**config.mk**
```make
export PLATFORM = sky130hd
export DESIGN_NAME = sdf_2f_unpick
export DESIGN_NICKNAME = d
export VERILOG_FILES = /design/src/rtl/sdf_2f_unpick.sv
export SDC_FILE = /design/constraint.sdc
export NUM_CORES = 1
export LEC_CHECK = 0
export CAP_MARGIN = 20
export CORE_MARGIN = 10
export CORE_UTILIZATION = 28
export CTS_BUF_LIST = sky130_fd_sc_hd__clkbuf_8
export DETAILED_ROUTE_END_ITERATION = 8
export GPL_ROUTABILITY_DRIVEN = 1
export MAX_ROUTING_LAYER = met4
export PLACE_DENSITY = 0.6
export SETUP_SLACK_MARGIN = 0.1
export SYNTH_ARGS = -nofsm -noshare
export SYNTH_HDL_FRONTEND = slang
export SYNTH_SLANG_ARGS = --single-unit
```
**constraint.sdc**
```tcl
create_clock -name ck -period 1.3 [get_ports ck]
set_input_delay 0.26 -clock ck [delete_from_list [all_inputs] [get_ports ck]]
set_output_delay 0.26 -clock ck [all_outputs]
set_load 0.05 [all_outputs]
```
**src/rtl/sdf_2f_unpick.sv**
```systemverilog
// sdf_2f_unpick
//
// Downstream companion of the two-flow pick/accumulate actor. Each input word
// carries a flow tag in its MSB and a running sum in the remaining bits. The
// tag is stripped and the sum is routed to one of two output FIFOs through a
// one-entry registered slot per flow. A 2-bit counter per flow tracks the
// word's position inside its 4-word accumulation group. The slot's last flag
// marks the 4th word of a group.
//
// Configuration macro:
//   SDF_UNPICK_LAST_ONLY_EN - when defined, only the 4th word of each group
//                             (the completed sum) is forwarded. The other
//                             words are popped and counted, then discarded.
//
// Ports:
//   ck          clock, rising edge
//   rst         asynchronous active-high reset
//   in_data     head word of the input FIFO (first-word-fall-through)
//   in_empty    input FIFO empty
//   in_read     pop strobe to the input FIFO (combinational)
//   out0_full   flow-0 output FIFO full
//   out0_wr     flow-0 write strobe (combinational)
//   out0_data   flow-0 payload (registered)
//   out1_full   flow-1 output FIFO full
//   out1_wr     flow-1 write strobe (combinational)
//   out1_data   flow-1 payload (registered)
//   grp0_last   slot 0 holds the 4th word of its group (registered)
//   grp1_last   slot 1 holds the 4th word of its group (registered)

module sdf_2f_unpick #(
  parameter int WIDTH = 8
) (
  input  logic             ck,
  input  logic             rst,
  input  logic [WIDTH-1:0] in_data,
  input  logic             in_empty,
  output logic             in_read,
  input  logic             out0_full,
  output logic             out0_wr,
  output logic [WIDTH-2:0] out0_data,
  input  logic             out1_full,
  output logic             out1_wr,
  output logic [WIDTH-2:0] out1_data,
  output logic             grp0_last,
  output logic             grp1_last
);

  localparam int PW = WIDTH - 1;

  logic          v0, v1;
  logic          l0, l1;
  logic [PW-1:0] d0, d1;
  logic [1:0]    c0, c1;

  logic          tag;
  logic [PW-1:0] payload;
  logic          free0, free1, slot_free;
  logic [1:0]    cnt_t;
  logic          last_word;
  logic          accept, load_word;
  logic          adv0, adv1, load0, load1;

  // Accept/load decision for the head word. A slot counts as free when it is
  // empty or when it is being written out this very cycle. This lets a new
  // word replace a draining one and sustain one word per cycle. Only the
  // tagged flow's slot matters. A blocked head word stalls the whole input,
  // which keeps the words in order. The reset term holds the pop strobe low
  // while reset is asserted.
  always_comb begin
    tag       = in_data[WIDTH-1];
    payload   = in_data[WIDTH-2:0];
    free0     = ~v0 | ~out0_full;
    free1     = ~v1 | ~out1_full;
    slot_free = tag ? free1 : free0;
    cnt_t     = tag ? c1 : c0;
    last_word = (cnt_t == 2'd3);
`ifdef SDF_UNPICK_LAST_ONLY_EN
    // Partial sums never occupy the slot, so popping them needs no space.
    accept    = ~rst & ~in_empty & (~last_word | slot_free);
    load_word = accept & last_word;
`else
    accept    = ~rst & ~in_empty & slot_free;
    load_word = accept;
`endif
    adv0  = accept & ~tag;
    adv1  = accept & tag;
    load0 = load_word & ~tag;
    load1 = load_word & tag;
  end

  assign in_read   = accept;
  assign out0_wr   = v0 & ~out0_full;
  assign out1_wr   = v1 & ~out1_full;
  assign out0_data = d0;
  assign out1_data = d1;
  assign grp0_last = l0;
  assign grp1_last = l1;

  // Slot 0 and group counter 0. If a load and a drain happen in the same
  // cycle, the load wins. The payload register keeps its value after a drain.
  always_ff @(posedge ck or posedge rst) begin
    if (rst) begin
      v0 <= 1'b0;
      l0 <= 1'b0;
      d0 <= '0;
      c0 <= 2'd0;
    end else begin
      if (adv0)
        c0 <= c0 + 2'd1;
      if (load0) begin
        v0 <= 1'b1;
        d0 <= payload;
        l0 <= last_word;
      end else if (out0_wr) begin
        v0 <= 1'b0;
      end
    end
  end

  // Slot 1 and group counter 1. This block mirrors slot 0.
  always_ff @(posedge ck or posedge rst) begin
    if (rst) begin
      v1 <= 1'b0;
      l1 <= 1'b0;
      d1 <= '0;
      c1 <= 2'd0;
    end else begin
      if (adv1)
        c1 <= c1 + 2'd1;
      if (load1) begin
        v1 <= 1'b1;
        d1 <= payload;
        l1 <= last_word;
      end else if (out1_wr) begin
        v1 <= 1'b0;
      end
    end
  end

endmodule

```
==> impl_metrics.csv <==
group,metric,value,unit
cts,cts.clk_slew.worst_paths,0.07,ns
route,routed_wl,2250,um
power,p_per_area,1660,nW/um^2
cts,clock_latency,0.25,ns
worst_setup_path,crit_chain,"buf_6 > a21oi_4 > a21oi_2 > nor3_4 > buf_12",
grt,grt_usage,7.77,%
floorplan,die_h,76.2,um
min_path,worst_hold_path_type,"input pin to async pin",
sta,worst_pin_slew,0.304,ns
sta,hold_violations,0,
synthesis,synth_top_area_share,62.1,%
placed_design,place_hpwl,1690,um
finish,drive_gt1_share,56.3,%
grt,antenna_found_initial,0,
placed_design,preCtsSetupSlack,-0.498,ns
worst_setup_path,r2r_setup_slack,-0.22,ns
placed_design,gp_congestion,0.741,
power,power_leakage,0.760,nW
placed_design,port_buffers,31,
worst_setup_path,cp_slowest_cell,"dfrtp_1",
synthesis,synth-seq-cells,22,
worst_setup_path,crit_required,1.04,ns
sta,layout_setup_ws,-0.229,ns
worst_setup_path,crit_type,"flip-flop to output port",
synthesis,synth_cell_types,19,
sta,period_minus_slack,1.53,ns
synthesis,synth_area_per_cell,14.5,um^2
grt,overflow,0,
power,vdd_drop_max,0.728,mV
sta,slew_viol_final,0,
placed_design,placed_cells,149,
sta,finalClockSkew,0.00290,ns
worst_setup_path,max_stage_delay,0.40,ns
sta,holdWs,0.358,ns
cts,htreeDepth,1,
cts,ctsLongestPathBuffers,2,
worst_setup_path,crit_fanout,2,
job,cap_viol_max_count,0,
cts,cts_made_buffers,3,
sta,slew-limit-headroom,79.7,%
synthesis,synth_area_leaders,"dfrtp_1 62%, mux2_2 18%, a2111oi_4 3.1%, xnor2_1 3.0%, nand2_1 1.7%",
floorplan,start_util,29.0,%
worst_setup_path,crit_arrival,1.27,ns
worst_setup_path,startpoint_type,"flip-flop",
synthesis,synth_top_cell_by_area,"dfrtp_1",
grt,grt_pass1_wl,3540,um
floorplan,die_width,76.2,um
sta,fin_crit_sh,118,%
finish,fin_util,54.8,%
floorplan,ios,32,
floorplan,row_count,20,
synthesis,ys_seq_area_share,62.1,%
synthesis,synth_nets,74,
sta,setup_viol,13,
finish,layout_common_cells,"22 x dfrtp_1, 19 x buf_12, 15 x buf_4",
cts,numClockSinks,22,
finish,nets,127,
finish,final_common_cell,"dfrtp_1",
finish,area_delta_synth_final,88.8,%
finish,instances_no_fill,156,
synthesis,synth_area,886,um^2
grt,grt_start_max_net_pins,15,
route,postRouteAntennaNets,0,
route,drc,0,
grt,grt_pass1_vias,729,
cts,cts_root_buf,"clkbuf_8",
run_status,outcome,"finished, violations left",
cts,cts_tree,"built",
floorplan,die-area,5810,um^2
synthesis,ys_warn_count,0,
sta,max_freq,654,MHz
route,drt_iter0_drc,8,
run_status,failed_checks,"setup timing",
route,dr.pass1.iters,4,
route,viasPerCell,4.22,
sta,rsz0062_at_grt,"yes",
finish,n_antenna_cell,0,
route,wire_per_inst,14.4,um
synthesis,synthCells,61,
route,via_count,658,
worst_setup_path,end_kind,"output port",
floorplan,core-area,3050,um^2
[power by group]
part / internal [mW] / leakage, nW / switching [mW]
Clock: 0.206 / 0.0216 / 0.195
Sequential: 0.872 / 0.266 / 0.187
Combinational: 0.692 / 0.473 / 0.627
[path summary, 6_finish.rpt]
kind,to,cells past startpoint,from
max,in_read,5,v0$_DFFE_PP0P_
min,out0_data[5]$_DFFE_PP0P_,4,rst
max reg2reg,out0_data[0]$_DFFE_PP0P_,4,v0$_DFFE_PP0P_
min reg2reg,c1[1]$_DFFE_PP0P_,1,c1[1]$_DFFE_PP0P_
max in group asynchronous,out1_data[3]$_DFFE_PP0P_,4,rst
min in group ck,c1[1]$_DFFE_PP0P_,1,c1[1]$_DFFE_PP0P_
[cells in the mapped netlist]
cell type  number
a2111oi_4       1
nand4_1         1
mux2i_1         1
buf_6           1
and2b_1         1
xor2_1          1
nand3_1         1
nand3_2         1
nor3_1          1
a21o_2          1
nor2_1          1
nand2_1         4
inv_1           3
o21ai_0         1
nor2b_1         1
dfrtp_1        22
xnor2_1         3
a21oi_1         2
mux2_2         14
[routing by layer]
metal | track usage, % | routed length, um
met1 | 8.66 | 939
met2 | 12.4 | 1180
met3 | 3.30 | 133
met4 | 2.23 | 0
met5 | - | 0
[stage by stage]
step | setup TNS (ns) | cell area [um^2] | total power, mW
2_1_floorplan | -0.469 | 900 | 1.63
3_3_place_gp | -7.74 | 1550 | 2.33
3_5_place_dp | -8.08 | 1550 | 2.35
4_1_cts | -2.08 | 1640 | 2.80
5_1_grt | -2.91 | 1670 | 2.89
6_report | -1.97 | 1670 | 2.78
[final cells by class]
type | instances | area (um^2)
Timing Repair Buffer | 49 | 641
Inverter | 3 | 11.3
Fill cell | 266 | 1380
Clock buffer | 3 | 41.3
Multi-Input combinational cell | 35 | 374
Sequential cell | 22 | 551
Tap cell | 44 | 55.1
[flip-flops by register name, indices dropped and copies added (netlist names)]
name / flops
grp1_last: 1
c0: 2
out1_data: 7
v0: 1
c1: 2
grp0_last: 1
out0_data: 7
v1: 1
[cells by family (layout without fill, tap and decap cells)]
family	Yosys count	count (layout)	synth area share (%)
DFF	22	22	62.1
buffers and inverters	4	55	2.54
muxes	15	15	18.9
AOI/OAI and AO/OA	5	5	5.79
xor gates and xnor gates	4	4	3.96
and+or+nand+nor	11	11	6.64
[what timing repair did]
| action | 4_1_cts | 5_1_grt |
|---|---|---|
| setup buffers | 3 | 1 |
| endpoints found under the hold margin | 0 | 0 |
| setup endpoints to repair | 22 | 21 |
| hold buffers | 0 | 0 |
| gates resized for setup | 16 | 5 |
[critical path, delay by kind of cell (launching register included)]
family / cells / cell delay (ns)
AOI/OAI and AO/OA: 2 / 0.18
buffers and inverters: 2 / 0.29
DFF: 1 / 0.40
and+or+nand+nor: 1 / 0.15
(Power assumes the default switching activity.)
